==> config.mk <==
export PLATFORM = sky130hd
export DESIGN_NAME = multicycle_control_flat
export DESIGN_NICKNAME = d
export VERILOG_FILES = /design/src/rtl/mips_ctrl_pkg.sv /design/src/rtl/multicycle_control_if.sv /design/src/rtl/multicycle_control_alu_op_decoder.sv /design/src/rtl/multicycle_control.sv /design/src/flat_wrapper.sv
export SDC_FILE = /design/constraint.sdc
export NUM_CORES = 1
export LEC_CHECK = 0
export BUFFER_PORTS_ARGS = -buffer_cell sky130_fd_sc_hd__clkbuf_2
export CAP_MARGIN = 40
export CORE_MARGIN = 2
export CORE_UTILIZATION = 40
export CTS_BUF_LIST = sky130_fd_sc_hd__clkbuf_4 sky130_fd_sc_hd__clkbuf_8
export CTS_CLUSTER_DIAMETER = 100
export DETAILED_ROUTE_END_ITERATION = 16
export PLACE_DENSITY = 0.85
export SYNTH_ARGS = -nofsm -noshare
export SYNTH_HDL_FRONTEND = slang
export SYNTH_SLANG_ARGS = --single-unit
==> constraint.sdc <==
create_clock -name clk -period 2.48 [get_ports clk]
set_input_delay 0.744 -clock clk [delete_from_list [all_inputs] [get_ports clk]]
set_output_delay 0.744 -clock clk [all_outputs]
set_load 0.01 [all_outputs]
==> src/rtl/mips_ctrl_pkg.sv <==
// Shared types and encodings for the multi-cycle MIPS main control FSM:
// state enum, opcode/funct constants, ALU codes and mux-select encodings.
package mips_ctrl_pkg;

  typedef enum logic [3:0] {
    S_FETCH     = 4'd0,
    S_DECODE    = 4'd1,
    S_MEM_ADDR  = 4'd2,
    S_MEM_READ  = 4'd3,
    S_MEM_WB    = 4'd4,
    S_MEM_WRITE = 4'd5,
    S_R_EXEC    = 4'd6,
    S_I_EXEC    = 4'd7,
    S_ALU_WB    = 4'd8,
    S_BRANCH    = 4'd9,
    S_JUMP      = 4'd10,
    S_ILLEGAL   = 4'd11
  } state_t;

  localparam logic [5:0] OP_RTYPE = 6'h00;
  localparam logic [5:0] OP_J     = 6'h02;
  localparam logic [5:0] OP_BEQ   = 6'h04;
  localparam logic [5:0] OP_BNE   = 6'h05;
  localparam logic [5:0] OP_ADDI  = 6'h08;
  localparam logic [5:0] OP_ORI   = 6'h0D;
  localparam logic [5:0] OP_LUI   = 6'h0F;
  localparam logic [5:0] OP_LW    = 6'h23;
  localparam logic [5:0] OP_SW    = 6'h2B;

  localparam logic [5:0] FN_ADD = 6'h20;
  localparam logic [5:0] FN_SUB = 6'h22;
  localparam logic [5:0] FN_OR  = 6'h25;

  localparam logic [3:0] ALU_OR  = 4'b0010;
  localparam logic [3:0] ALU_ADD = 4'b0011;
  localparam logic [3:0] ALU_SUB = 4'b0100;
  localparam logic [3:0] ALU_LUI = 4'b0101;

  localparam logic [1:0] SRC_B_REG    = 2'b00;
  localparam logic [1:0] SRC_B_FOUR   = 2'b01;
  localparam logic [1:0] SRC_B_IMM    = 2'b10;
  localparam logic [1:0] SRC_B_BRANCH = 2'b11;

  localparam logic [1:0] PC_SRC_ALU    = 2'b00;
  localparam logic [1:0] PC_SRC_ALUOUT = 2'b01;
  localparam logic [1:0] PC_SRC_JUMP   = 2'b10;

  function automatic logic is_rtype_funct(input logic [5:0] funct);
    return (funct == FN_ADD) || (funct == FN_SUB) || (funct == FN_OR);
  endfunction

endpackage

==> src/rtl/multicycle_control_if.sv <==
// Control bundle between the main FSM (master) and the datapath (slave).
// Handshake-free: every output is a per-cycle level, valid for the whole cycle.
interface multicycle_control_if;
  logic [5:0] opcode_i;
  logic [5:0] funct_i;
  logic       zero_i;
  logic       pc_write_o;
  logic       i_or_d_o;
  logic       mem_read_o;
  logic       mem_write_o;
  logic       ir_write_o;
  logic       reg_write_o;
  logic       reg_dst_o;
  logic       mem_to_reg_o;
  logic       alu_src_a_o;
  logic [1:0] alu_src_b_o;
  logic       zero_ext_o;
  logic [1:0] pc_src_o;
  logic [3:0] alu_operation_o;
  logic       illegal_o;

  modport master (
    input  opcode_i, funct_i, zero_i,
    output pc_write_o, i_or_d_o, mem_read_o, mem_write_o, ir_write_o,
           reg_write_o, reg_dst_o, mem_to_reg_o, alu_src_a_o, alu_src_b_o,
           zero_ext_o, pc_src_o, alu_operation_o, illegal_o
  );

  modport slave (
    output opcode_i, funct_i, zero_i,
    input  pc_write_o, i_or_d_o, mem_read_o, mem_write_o, ir_write_o,
           reg_write_o, reg_dst_o, mem_to_reg_o, alu_src_a_o, alu_src_b_o,
           zero_ext_o, pc_src_o, alu_operation_o, illegal_o
  );
endinterface

==> src/rtl/multicycle_control_alu_op_decoder.sv <==
// Combinational ALU operation / immediate-extension decode from the current
// state and the instruction fields held in the IR.
module alu_op_decoder
  import mips_ctrl_pkg::*;
(
  input  state_t     state,
  input  logic [5:0] opcode,
  input  logic [5:0] funct,
  output logic [3:0] alu_op,
  output logic       zero_ext
);

  always_comb begin
    alu_op   = ALU_ADD;
    zero_ext = 1'b0;
    case (state)
      S_R_EXEC: begin
        case (funct)
          FN_SUB:  alu_op = ALU_SUB;
          FN_OR:   alu_op = ALU_OR;
          default: alu_op = ALU_ADD;
        endcase
      end
      S_I_EXEC: begin
        case (opcode)
          OP_ORI: begin
            alu_op   = ALU_OR;
            zero_ext = 1'b1;
          end
          OP_LUI:  alu_op = ALU_LUI;
          default: alu_op = ALU_ADD;
        endcase
      end
      S_BRANCH: alu_op = ALU_SUB;
      default:  alu_op = ALU_ADD;
    endcase
  end

endmodule

==> src/rtl/multicycle_control.sv <==
// Main control FSM of the multi-cycle MIPS datapath.
// Optional feature: define BNE_EN to decode opcode 0x05 as bne.
module multicycle_control
  import mips_ctrl_pkg::*;
(
  input  logic                   clk,
  input  logic                   reset,
  multicycle_control_if.master   bus,
  output state_t                 dbg_state
);

  state_t state_q, state_d;

  always_ff @(posedge clk) begin
    if (!reset) state_q <= S_FETCH;
    else        state_q <= state_d;
  end

  assign dbg_state = state_q;

  alu_op_decoder u_alu_op_decoder (
    .state    (state_q),
    .opcode   (bus.opcode_i),
    .funct    (bus.funct_i),
    .alu_op   (bus.alu_operation_o),
    .zero_ext (bus.zero_ext_o)
  );

  always_comb begin
    state_d          = state_q;
    bus.pc_write_o   = 1'b0;
    bus.i_or_d_o     = 1'b0;
    bus.mem_read_o   = 1'b0;
    bus.mem_write_o  = 1'b0;
    bus.ir_write_o   = 1'b0;
    bus.reg_write_o  = 1'b0;
    bus.reg_dst_o    = 1'b0;
    bus.mem_to_reg_o = 1'b0;
    bus.alu_src_a_o  = 1'b0;
    bus.alu_src_b_o  = SRC_B_REG;
    bus.pc_src_o     = PC_SRC_ALU;
    bus.illegal_o    = 1'b0;

    case (state_q)
      S_FETCH: begin
        bus.mem_read_o  = 1'b1;
        bus.ir_write_o  = 1'b1;
        bus.alu_src_b_o = SRC_B_FOUR;
        bus.pc_write_o  = 1'b1;
        state_d         = S_DECODE;
      end
      S_DECODE: begin
        bus.alu_src_b_o = SRC_B_BRANCH;
        case (bus.opcode_i)
          OP_LW, OP_SW:          state_d = S_MEM_ADDR;
          OP_RTYPE:              state_d = is_rtype_funct(bus.funct_i) ? S_R_EXEC : S_ILLEGAL;
          OP_ADDI, OP_ORI, OP_LUI: state_d = S_I_EXEC;
`ifdef BNE_EN
          OP_BEQ, OP_BNE:        state_d = S_BRANCH;
`else
          OP_BEQ:                state_d = S_BRANCH;
`endif
          OP_J:                  state_d = S_JUMP;
          default:               state_d = S_ILLEGAL;
        endcase
      end
      S_MEM_ADDR: begin
        bus.alu_src_a_o = 1'b1;
        bus.alu_src_b_o = SRC_B_IMM;
        state_d         = (bus.opcode_i == OP_LW) ? S_MEM_READ : S_MEM_WRITE;
      end
      S_MEM_READ: begin
        bus.i_or_d_o   = 1'b1;
        bus.mem_read_o = 1'b1;
        state_d        = S_MEM_WB;
      end
      S_MEM_WB: begin
        bus.reg_write_o  = 1'b1;
        bus.mem_to_reg_o = 1'b1;
        state_d          = S_FETCH;
      end
      S_MEM_WRITE: begin
        bus.i_or_d_o    = 1'b1;
        bus.mem_write_o = 1'b1;
        state_d         = S_FETCH;
      end
      S_R_EXEC, S_I_EXEC: begin
        bus.alu_src_a_o = 1'b1;
        bus.alu_src_b_o = (state_q == S_I_EXEC) ? SRC_B_IMM : SRC_B_REG;
        state_d         = S_ALU_WB;
      end
      S_ALU_WB: begin
        bus.reg_write_o = 1'b1;
        bus.reg_dst_o   = (bus.opcode_i == OP_RTYPE);
        state_d         = S_FETCH;
      end
      S_BRANCH: begin
        bus.alu_src_a_o = 1'b1;
        bus.pc_src_o    = PC_SRC_ALUOUT;
        // Only Mealy term: branch outcome comes straight from the ALU flag.
`ifdef BNE_EN
        bus.pc_write_o  = (bus.opcode_i == OP_BNE) ? !bus.zero_i : bus.zero_i;
`else
        bus.pc_write_o  = bus.zero_i;
`endif
        state_d         = S_FETCH;
      end
      S_JUMP: begin
        bus.pc_src_o   = PC_SRC_JUMP;
        bus.pc_write_o = 1'b1;
        state_d        = S_FETCH;
      end
      S_ILLEGAL: begin
        bus.illegal_o = 1'b1;
        state_d       = S_ILLEGAL;
      end
      default: state_d = S_ILLEGAL;
    endcase
  end

endmodule
==> src/flat_wrapper.sv <==
// flat-port wrapper written by rule: the top's interface ports become plain ports
module multicycle_control_flat import mips_ctrl_pkg::*;
  (clk, reset, dbg_state, bus_opcode_i, bus_funct_i, bus_zero_i, bus_pc_write_o, bus_i_or_d_o, bus_mem_read_o, bus_mem_write_o, bus_ir_write_o, bus_reg_write_o, bus_reg_dst_o, bus_mem_to_reg_o, bus_alu_src_a_o, bus_alu_src_b_o, bus_zero_ext_o, bus_pc_src_o, bus_alu_operation_o, bus_illegal_o);
  multicycle_control_if bus_i ();
  input  logic clk;
  input  logic reset;
  output state_t dbg_state;
  input wire logic [$bits(bus_i.opcode_i)-1:0] bus_opcode_i;
  input wire logic [$bits(bus_i.funct_i)-1:0] bus_funct_i;
  input wire logic [$bits(bus_i.zero_i)-1:0] bus_zero_i;
  output wire logic [$bits(bus_i.pc_write_o)-1:0] bus_pc_write_o;
  output wire logic [$bits(bus_i.i_or_d_o)-1:0] bus_i_or_d_o;
  output wire logic [$bits(bus_i.mem_read_o)-1:0] bus_mem_read_o;
  output wire logic [$bits(bus_i.mem_write_o)-1:0] bus_mem_write_o;
  output wire logic [$bits(bus_i.ir_write_o)-1:0] bus_ir_write_o;
  output wire logic [$bits(bus_i.reg_write_o)-1:0] bus_reg_write_o;
  output wire logic [$bits(bus_i.reg_dst_o)-1:0] bus_reg_dst_o;
  output wire logic [$bits(bus_i.mem_to_reg_o)-1:0] bus_mem_to_reg_o;
  output wire logic [$bits(bus_i.alu_src_a_o)-1:0] bus_alu_src_a_o;
  output wire logic [$bits(bus_i.alu_src_b_o)-1:0] bus_alu_src_b_o;
  output wire logic [$bits(bus_i.zero_ext_o)-1:0] bus_zero_ext_o;
  output wire logic [$bits(bus_i.pc_src_o)-1:0] bus_pc_src_o;
  output wire logic [$bits(bus_i.alu_operation_o)-1:0] bus_alu_operation_o;
  output wire logic [$bits(bus_i.illegal_o)-1:0] bus_illegal_o;
  assign bus_i.opcode_i = bus_opcode_i;
  assign bus_i.funct_i = bus_funct_i;
  assign bus_i.zero_i = bus_zero_i;
  assign bus_pc_write_o = bus_i.pc_write_o;
  assign bus_i_or_d_o = bus_i.i_or_d_o;
  assign bus_mem_read_o = bus_i.mem_read_o;
  assign bus_mem_write_o = bus_i.mem_write_o;
  assign bus_ir_write_o = bus_i.ir_write_o;
  assign bus_reg_write_o = bus_i.reg_write_o;
  assign bus_reg_dst_o = bus_i.reg_dst_o;
  assign bus_mem_to_reg_o = bus_i.mem_to_reg_o;
  assign bus_alu_src_a_o = bus_i.alu_src_a_o;
  assign bus_alu_src_b_o = bus_i.alu_src_b_o;
  assign bus_zero_ext_o = bus_i.zero_ext_o;
  assign bus_pc_src_o = bus_i.pc_src_o;
  assign bus_alu_operation_o = bus_i.alu_operation_o;
  assign bus_illegal_o = bus_i.illegal_o;
  multicycle_control u_core (.clk(clk), .reset(reset), .bus(bus_i), .dbg_state(dbg_state));
endmodule
* Word-level counts from Yosys, hierarchy flattened
Cells that the tools add are included.
** Word-level totals
- Register bits after elaboration :: 4
- Bits of input ports :: 15
- Output and inout bits :: 23
- Logic and storage cells :: 57
** Operators by class
- Equality and inequality tests :: 21
- Multiplexer cells :: 22
- Reduce and logical (&&, ||, !) cells :: 13
** Operators with widths (count)
- equality test 6 bit (second input constant) :: 5
- case mux 4 bit (6 select lines) :: 1
- case mux 4 bit (5 select lines) :: 1
- equality test 6 x 4 -> 1 bit (second input constant) :: 3
- equality test 4 x 3 -> 1 bit (second input constant) :: 4
- equality test 4 bit (second input constant) :: 4
- case mux 3 bit (2 select lines) :: 2
- case mux 4 bit (3 select lines) :: 1
- OR reduction 2 bit :: 6
- two-way mux 1 bit :: 11
- equality test 4 x 2 -> 1 bit (second input constant) :: 2
- case mux 2 bit (4 select lines) :: 1
- equality test 6 x 2 -> 1 bit (second input constant) :: 1
- equality test 6 x 3 -> 1 bit (second input constant) :: 1
- zero test 6 bit :: 1
- OR reduction 5 bit :: 1
- equality test 4 x 1 -> 1 bit (second input constant) :: 1
- zero test 4 bit :: 1
- two-way mux 4 bit :: 1
- case mux 2 bit (2 select lines) :: 1
- OR reduction 4 bit :: 1
- two-way mux 3 bit :: 1
- OR reduction 3 bit :: 1
- logical OR 1 bit :: 2
- 2 further kinds :: 2

* Longest topological paths before layout
Gate-level depths: netlist of run 1.
- Word-level depth :: 6
- Gate-level depth with buffers :: 6
- Gate-level depth less buffers :: 5

* By module
Synthesis of run 1 repeated with hierarchy kept, for this count alone.
** Unflattened totals
- Cell total of the unflattened synthesis :: 107
- Area, all modules :: 679.4 sq um
** By module, submodules not included
- multicycle_control :: times used 1, cells each 89, area an instance 554.3 sq um, seq. area each 80.1 sq um
- alu_op_decoder :: times used 1, cells each 18, area an instance 125.1 sq um, seq. area each 0.0 sq um

* Least setup slack after synthesis of run 1
No wires, ideal clock.
- Path type :: input-to-output
- Start point :: input bus_opcode_i[5]
- End point :: output bus_zero_ext_o
- Data arrival time :: 1679 ps
- Slack :: 57 ps
- Stages on the path :: 4
- Buffers on the path :: 0
- Path through :: nor2_1 nand3_1 or3b_1 nor3_1
** Between the ends
- Word-level cells in the longest chain between the ends :: 3
** Ends and longest elaborated chain
- from (decl) :: line flat_wrapper.sv:8 : input wire logic [$bits(bus_i.opcode_i)-1:0] bus_opcode_i;
- equality test 6 x 4 -> 1 bit :: line multicycle_control_alu_op_decoder.sv:25 : case (opcode)
- two-way mux 1 bit :: line multicycle_control_alu_op_decoder.sv:25
- two-way mux 1 bit :: line multicycle_control_alu_op_decoder.sv:16 : case (state)
- to (decl) :: line flat_wrapper.sv:21 : output wire logic [$bits(bus_i.zero_ext_o)-1:0] bus_zero_ext_o;
No other way between the ends.

* Final worst setup path of run 1
- Start point :: input bus_opcode_i[4]
- End point :: output bus_alu_operation_o[0]
** Between the ends
- Word-level cells in the longest chain between the ends :: 3
- Elaborated cells between the ends (all ways) :: 4
- Classes of those cells :: eq/ne: 2; mux: 2
** Ends and longest elaborated chain
- equality test 6 x 4 -> 1 bit :: line multicycle_control_alu_op_decoder.sv:25
- case mux 3 bit (2 select lines) (*) :: line multicycle_control_alu_op_decoder.sv:25
- case mux 4 bit (3 select lines) (*) :: line multicycle_control_alu_op_decoder.sv:16
- to (decl) :: line flat_wrapper.sv:23 : output wire logic [$bits(bus_i.alu_operation_o)-1:0] bus_alu_operation_o;
Mark *: on every way between the ends. The rest lies on a longest branch, timed or not.

==> impl_metrics.ini, run 1 <==
[timing]
setup_viol = 1
max_clock_freq_mhz = 396
whs_ns = 0.708
hold_violations = 0
finalCritPeriodShare = 1.02
fin_crit_ns = 2.52
fin_worst_skew_ns = 0.00543
finalWorstSetupSlack_ns = -0.0440
rsz0062_at_grt = yes
finalMaxSlewViolations = 0
tns_ns = -0.0440

[global_route]
grt_pass1_wl_mm = 2.93
grt_pass1_vias = 756
overflow = 0
grt_max_degree = 15
antenna_found_initial = 0
grt_usage = 0.190

[cells_and_area]
antennaDiodeCount = 0
post-route-cell-area_um2 = 935
syn_to_final_growth_pct = 36.1
fin_util = 0.600
largest_reg_flops = 4
drive_above_1_share = 0.434
nets = 162

[place]
gp_congestion = 0.793
hpwlAfterDp_mm = 1.47
port-buffer-count = 36
dpl_cell_area_um2 = 878

[clocking]
clkLatencyLatePin_ns = 0.24
cts_tree = yes
htreeDepth = 1
cts_buffers = 3
clock-sinks = 4
path_clk_slew_ns = 0.04
ctsLongestPathBuffers = 2
post-cts-setup-buffer-count = 0
clock-root-buffer = clkbuf_4

[floorplanning]
die_x_um = 45.4
io_pins = 38
die-area_um2 = 2060
die_h_um = 45.4
num_rows = 14
start_util = 0.441
core_area_um2 = 1560

[detailed_routing]
ant_nets = 0
via_count = 899
drt_iter0_drc = 20
drt_wl_total_mm = 1.88
firstDrtPassIters = 4
viasPerCell = 5.58
drc = 0
wl_per_cell_um = 11.7

[worst_setup_path]
path_max_fanout = 2
slowest_stage = or3b_4
crit_buf_inv = 2
critPathKind = in2out
reg2reg_from = u_core.dbg_state[1]
slowest_delay_ns = 0.40
worstSetupEndpointType = output pin
cp.arrival_ns = 1.78
worstPathRequired_ns = 1.74
setup.worst_path.start_class = primary input
worstPathCellList = buf_6 -> nor2_4 -> nand3_2 -> or3b_4 -> o21ai_2 -> a31oi_1 -> buf_2
cp-startpoint = bus_opcode_i[4]
crit_family = simple AND/OR/NAND/NOR gates

[power_and_ir_drop]
swShare = 0.532
fin_total_pwr_uw = 834
pwr-share-seq = 0.218
intPower_uw = 390
p_leak_nw = 0.428
powerDensity_nw_per_um2 = 892
vdd_drop_max_v = 0.000306
combPwrFrac = 0.685
clockPowerShare = 0.097
power_switching_uw = 443

[logic_synthesis]
yosysTopAreaCellShare = 0.117
synthCells = 108
syn_nets = 123
yosys_register_bits = 4
synth_seq_area_share = 0.117
ys_top_cells_by_area = dfxtp_1 12%, nor2_1 9.8%, nand2_1 6.6%, nand3_1 5.8%, nor3_1 5.1%
synth_cell_types = 39
synth_area_leader_cell = dfxtp_1
ys_async_sr_fraction = 0
netlist_area_um2 = 687
syn_area_per_cell_um2 = 6.36
synth_ff_type = dfxtp_1
synth_warnings = 0
synth_edf_count = 0

[run_status]
violations = negative setup slack
status = finished, violations left

[min_path]
hp-start = u_core.dbg_state[0]
hp-class = reg2reg

[flow_run]
max_cap_violations = 0
==> cell usage in the layout, fill, tap and decap left out, types with 2 or more instances in the layout <==
cell / instances
buf_2: 2
nor4_2: 2
o21ai_2: 2
dfxtp_1: 3
o31ai_1: 2
o22ai_1: 2
nand3_1: 7
and2_1: 2
a21oi_1: 3
a31oi_1: 2
nor3_1: 6
nor2_1: 16
buf_4: 8
nand2b_1: 3
nor2_2: 2
a311oi_1: 2
o21ai_0: 4
clkbuf_2: 33
nand2_1: 12
xor2_1: 2
nor2b_1: 3
clkbuf_4: 3
inv_1: 3
==> routing by layer <==
metal | global-route usage | vias up | wire (um)
met1 | 0.210 | 413 | 796
met2 | 0.352 | 27 | 988
li1 | - | 456 | -
met5 | 0 | - | 0
met4 | 0.0824 | 0 | 17
met3 | 0.0278 | 3 | 76
==> kinds of logic (layout without fill, tap and decap cells) <==
kind of cell | Yosys count | in the layout | share of synthesized area
AND/OR/NAND/NOR | 62 | 62 | 0.475
AO/OA/AOI/OAI | 24 | 24 | 0.231
buffers and inverters | 13 | 50 | 0.117
flip-flops | 4 | 4 | 0.117
XOR/XNOR | 3 | 3 | 0.0383
adder cells (fa/ha/maj) | 1 | 1 | 0.0164
other | 1 | 1 | 0.00546
==> stage by stage <==
step                      setup WS, ns  instances
after global placement          -0.111        158
after floorplan                 0.0566        108
after CTS                      -0.0817        161
after global routing            -0.112        161
after detailed placement        -0.167        158
final                          -0.0440        161
==> power by group through the flow <==
stage          logic [mW]  clock network [mW]  registers (mW)
2_1_floorplan       0.417                   0           0.126
3_3_place_gp        0.550                   0           0.179
3_5_place_dp        0.565                   0           0.179
4_1_cts             0.569              0.0823           0.179
5_1_grt             0.632              0.0840           0.193
6_report            0.571              0.0810           0.182
==> worst paths after layout <==
| path | cells after the start | to | slack (ns) |
|---|---|---|---|
| setup reg to reg | 5 | u_core.dbg_state[1] | 1.15 |
| hold reg to reg | 4 | u_core.dbg_state[3] | 0.71 |
| hold / removal | 4 | u_core.dbg_state[3] | 0.71 |
| setup / recovery | 7 | bus_alu_operation_o[0] | -0.04 |
==> repair_timing <==
action | CTS | global route
gates resized for setup | 3 | 9
setup endpoints to repair | 2 | 6
pin swaps | 3 | 1
hold buffers | 0 | 0
==> layout make-up <==
class,instances,area [um2]
clock buffer,3,22.5
fill,153,624
inverter,3,11.3
multi-input combinational,91,553
sequential,4,81.3
tap,16,20.0
timing repair buffer,44,246
==> worst reg2reg max path, delay by kind of cell (launching register included) <==
kind	cells	cell delay [ns]
DFF	1	0.57
and+or+nand+nor	1	0.15
buffers and inverters	1	0.24
AOI/OAI and AO/OA	3	0.26
==> Yosys cell counts, drive strengths merged (3+ instances only) <==
| master | instances |
|---|---|
| a21oi | 4 |
| buf | 8 |
| dfxtp | 4 |
| inv | 3 |
| nand2 | 12 |
| nand2b | 3 |
| nand3 | 8 |
| nor2 | 19 |
| nor2b | 3 |
| nor3 | 7 |
| nor4 | 3 |
| o21ai | 7 |
Power figures use the tool's default switching activity.
==> run 2, diff against run 1 <==
--- a/config.mk
+++ b/config.mk
@@ -5,6 +5,7 @@
 export SDC_FILE = /design/constraint.sdc
 export NUM_CORES = 1
 export LEC_CHECK = 0
+export ABC_AREA = 1
 export BUFFER_PORTS_ARGS = -buffer_cell sky130_fd_sc_hd__clkbuf_2
 export CAP_MARGIN = 40
 export CORE_MARGIN = 2
@@ -12,7 +13,8 @@
 export CTS_BUF_LIST = sky130_fd_sc_hd__clkbuf_4 sky130_fd_sc_hd__clkbuf_8
 export CTS_CLUSTER_DIAMETER = 100
 export DETAILED_ROUTE_END_ITERATION = 16
-export PLACE_DENSITY = 0.85
+export HOLD_SLACK_MARGIN = 0.05
+export PLACE_DENSITY = 0.87
 export SYNTH_ARGS = -nofsm -noshare
 export SYNTH_HDL_FRONTEND = slang
 export SYNTH_SLANG_ARGS = --single-unit
==> impl_metrics.ini, run 2 <==
[clocking]
cts_buffers = 3
clock-sinks = 4
htreeDepth = 1
cts_tree = yes
cts_resized = 0
ctsLongestPathBuffers = 2
post-cts-setup-buffer-count = 0
clock-root-buffer = clkbuf_4
path_clk_slew_ns = 0.04
cts_hold_buffers = 0
clkLatencyLatePin_ns = 0.23

[place]
dp_cells = 171
dpl_cell_area_um2 = 827
dp_slack_ns = 0.132
port-buffer-count = 36
hpwlAfterDp_mm = 1.43
gp_congestion = 0.816

[worst_setup_path]
critPathKind = in2out
r2r_cells = 7
setup.worst_path.start_class = primary input
worstPathCellList = clkbuf_2 -> nand2_1 -> inv_1 -> nand3_1 -> inv_1 -> a21oi_2 -> nor3_2 -> inv_1 -> clkbuf_2
cp.depth = 9
slowest_stage = nor3_2
path_max_fanout = 5
slowest_delay_ns = 0.17
worstSetupEndpointType = output pin
crit_top_cell = inv_1
crit_family = buffers and inverters
worstPathRequired_ns = 1.74
cp.arrival_ns = 1.60
crit_buf_inv = 5

[detailed_routing]
dr_wl_met2_um = 826
firstDrtPassIters = 4
wl_per_cell_um = 9.57
wl_met3_um = 139
via_count = 865
ant_nets = 0
drt_wl_total_mm = 1.67
drt_iter0_drc = 24
viasPerCell = 4.97
wl_met1_um = 700
routed.top_layer = met3
drc = 0

[cells_and_area]
antennaDiodeCount = 0
largest_reg_flops = 4
drive_above_1_share = 0.354
nets = 175
post-route-cell-area_um2 = 850
final_common_cell = clkbuf_2
fin_util = 0.571
syn_to_final_growth_pct = 35.5
stdcell_count = 174
layout_common_cells = 36 x clkbuf_2, 25 x inv_1, 22 x nor2_1, 22 x nand2_1, 9 x nand3_1

[global_route]
grt_usage = 0.180
grt_pass1_wl_mm = 2.71
grt_max_degree = 9
grt_pass1_vias = 716
overflow = 0
antenna_found_initial = 0

[floorplanning]
start_util = 0.421
core_area_um2 = 1490
die_x_um = 43.6
io_pins = 38
num_rows = 14
die-area_um2 = 1900
die_h_um = 43.6

[logic_synthesis]
syn_nets = 134
synth.most_common_cell = inv_1
synth_ff_type = dfxtp_1
synth_top_cells_by_count = 25 x inv_1, 22 x nand2_1, 22 x nor2_1
synthCells = 119
synth_area_leader_cell = inv_1
synth_edf_count = 0
synth_cell_types = 22
syn_area_per_cell_um2 = 5.27
yosys_register_bits = 4
ys_async_sr_fraction = 0
synth_warnings = 0
netlist_area_um2 = 627
synth_seq_area_share = 0.128
yosysTopAreaCellShare = 0.150
ys_top_cells_by_area = inv_1 15%, nand2_1 13%, nor2_1 13%, dfxtp_1 13%, nand3_1 7.2%

[power_and_ir_drop]
powerDensity_nw_per_um2 = 507
vdd_drop_max_v = 0.000335
fin_total_pwr_uw = 431
p_leak_nw = 0.487

[timing]
finalWorstSetupSlack_ns = 0.141
setup_viol = 0
whs_ns = 0.611
finalMaxSlewViolations = 0
tns_ns = 0
hold_violations = 0
finalCritPeriodShare = 0.943
fin_crit_ns = 2.34
fin_worst_skew_ns = 0.000107
max_clock_freq_mhz = 428
rsz0062_at_grt = no

[min_path]
hp-class = reg2reg
hold_depth = 2

[flow_run]
max_cap_violations = 0

[run_status]
status = complete, no violations
==> run 2: cell types whose count changed after synthesis, sizes merged, moves of 3 or more <==
cell and delta:
nor3 -3, nor2b -3, buf -7, nor4 -3, a21oi +5, nand2 +11, nor2 +10, inv +24
nand2b -3
==> run 2: report_power, final <==
group	switching, mW	internal, mW	total [mW]
logic	0.158	0.0982	0.257
clock network	0.0244	0.0540	0.0783
registers	0.0192	0.0764	0.0956
total	0.202	0.229	0.431
==> run 2: cell type report <==
type,count,area [um2]
sequential,4,80.1
timing repair buffer,37,188
clock buffer,3,22.5
tap,16,20.0
inverter,27,101
fill,151,639
multi-input combinational,87,438
==> run 2: worst reg2reg max path, delay by kind of cell, from the launching register on <==
kind / cells / cell delay [ns]
DFF: 1 / 0.45
and+or+nand+nor: 3 / 0.32
AOI/OAI and AO/OA: 2 / 0.24
buffers and inverters: 2 / 0.19
==> run 2: logic make-up after synthesis <==
kind of cell	after synthesis	synth area share
AND/OR/NAND/NOR	69	0.521
buffers and inverters	28	0.174
AO/OA/AOI/OAI	17	0.172
flip-flops	4	0.128
other	1	0.00598
==> run 2: path summary, 6_finish.rpt <==
path                            start                     end  slack (ns)
setup / recovery      bus_opcode_i[2]  bus_alu_operation_o[1]        0.14
hold / removal    u_core.dbg_state[1]     u_core.dbg_state[2]        0.61
setup reg to reg  u_core.dbg_state[1]     u_core.dbg_state[1]        1.18
hold reg to reg   u_core.dbg_state[1]     u_core.dbg_state[2]        0.61
==> run 2: per-layer routing <==
| metal | GRT usage | up-vias |
|---|---|---|
| li1 | - | 448 |
| met1 | 0.232 | 380 |
| met2 | 0.312 | 37 |
| met5 | 0 | - |
| met3 | 0.0417 | 0 |
| met4 | 0.0242 | 0 |
==> run 3, diff against run 2 <==
--- a/config.mk
+++ b/config.mk
@@ -14,7 +14,7 @@
 export CTS_CLUSTER_DIAMETER = 100
 export DETAILED_ROUTE_END_ITERATION = 16
 export HOLD_SLACK_MARGIN = 0.05
-export PLACE_DENSITY = 0.87
+export PLACE_DENSITY = 0.75
 export SYNTH_ARGS = -nofsm -noshare
 export SYNTH_HDL_FRONTEND = slang
 export SYNTH_SLANG_ARGS = --single-unit
==> impl_metrics.ini, run 3 (synthesized netlist as in run 2, its figures left out) <==
[run_status]
status = complete, no violations

[floorplanning]
io_pins = 38
core_area_um2 = 1490
num_rows = 14
die_x_um = 43.6
die_h_um = 43.6
die-area_um2 = 1900
start_util = 0.421

[place]
dp_slack_ns = 0.103
hpwlAfterDp_mm = 1.44
gp_congestion = 0.899
port-buffer-count = 36

[clocking]
clock-root-buffer = clkbuf_4
path_clk_slew_ns = 0.04
cts_tree = yes
htreeDepth = 1
ctsLongestPathBuffers = 2
cts_buffers = 3
clock-sinks = 4
post-cts-setup-buffer-count = 0
clkLatencyLatePin_ns = 0.24

[worst_setup_path]
cp.arrival_ns = 1.61
worstSetupEndpointType = output pin
critPathKind = in2out
worstPathRequired_ns = 1.74
slowest_delay_ns = 0.18
worstPathCellList = clkbuf_2 -> nand2_1 -> inv_1 -> nand3_1 -> inv_2 -> a21oi_2 -> nor3_2 -> inv_1 -> clkbuf_2
path_max_fanout = 5
slowest_stage = nor3_2
setup.worst_path.start_class = primary input

[global_route]
busiest_layer = met2
met1_usage = 0.228
grt_pass1_vias = 760
overflow = 0
use_met2 = 0.362
use_met3 = 0.0292
antenna_found_initial = 0
grt_max_degree = 9
grt_pass1_wl_mm = 2.87
grt_usage = 0.195

[detailed_routing]
ant_nets = 0
wl_per_cell_um = 9.52
drt_wl_total_mm = 1.66
via_count = 836
viasPerCell = 4.80
drc = 0
firstDrtPassIters = 4
drt_iter0_drc = 16

[timing]
fin_worst_skew_ns = 0.00106
fin_crit_ns = 2.36
max_clock_freq_mhz = 424
hold_violations = 0
rsz0062_at_grt = no
finalMaxSlewViolations = 0
tns_ns = 0
finalWorstSetupSlack_ns = 0.124
setup_viol = 0
finalCritPeriodShare = 0.950

[cells_and_area]
antennaDiodeCount = 0
final_common_cell = clkbuf_2
drive_above_1_share = 0.367
syn_to_final_growth_pct = 36.7
nets = 175
largest_reg_flops = 4
layout_common_cells = 36 x clkbuf_2, 24 x inv_1, 22 x nand2_1
fin_util = 0.576

[flow_run]
max_cap_violations = 0

[power_and_ir_drop]
powerDensity_nw_per_um2 = 512
p_leak_nw = 0.485
vdd_drop_max_v = 0.000303
fin_total_pwr_uw = 439

[min_path]
hp-class = reg2reg
run 3: cell counts in the layout (fill, tap and decap cells not counted):
Identical to the previous run, type by type.
run 3: final cells by class:
class | instances | area (um2)
Fill cell | 163 | 632
Multi-Input combinational cell | 87 | 445
Timing Repair Buffer | 37 | 188
Inverter | 27 | 101
Sequential cell | 4 | 80.1
Clock buffer | 3 | 22.5
Tap cell | 16 | 20.0
run 3: final timing paths:
check	start	to	slack (ns)	depth (start not counted)
worst max-delay path	bus_opcode_i[2]	bus_alu_operation_o[1]	0.12	9
worst min-delay path	u_core.dbg_state[1]	u_core.dbg_state[2]	0.61	2
worst max register to register	u_core.dbg_state[3]	u_core.dbg_state[2]	1.18	5
worst min register to register	u_core.dbg_state[1]	u_core.dbg_state[2]	0.61	2
run 3: what timing repair did:
item	CTS	global route
resized for setup	0	3
setup endpoints to repair	0	2
hold buffers	0	0
run 3: worst max-delay path: cells and delay by family:
| family | cells | cell delay (ns) |
|---|---|---|
| buffers and inverters | 5 | 0.44 |
| and+or+nand+nor | 3 | 0.37 |
| AOI/OAI and AO/OA | 1 | 0.05 |
run 3: power by group:
group	total [mW]	switching, mW	internal (mW)
Combinational	0.258	0.159	0.0989
Clock	0.0846	0.0302	0.0544
Sequential	0.0961	0.0197	0.0763
run 3: through the flow:
step / cell area [um2] / hold WS, ns / instances
2_1_floorplan: 627 / 0.595 / 119
3_3_place_gp: 827 / 0.602 / 171
3_5_place_dp: 827 / 0.612 / 171
4_1_cts: 850 / 0.614 / 174
5_1_grt: 857 / 0.665 / 174
6_report: 857 / 0.614 / 174
run 3: routing by layer:
layer  part of all wire  vias to the layer above  wire [um]
met5                  0                        -          0
met4              0.010                        0         17
met3              0.076                        2        126
met2               0.48                       33        803
met1               0.43                      355        710
li1                   -                      446          -
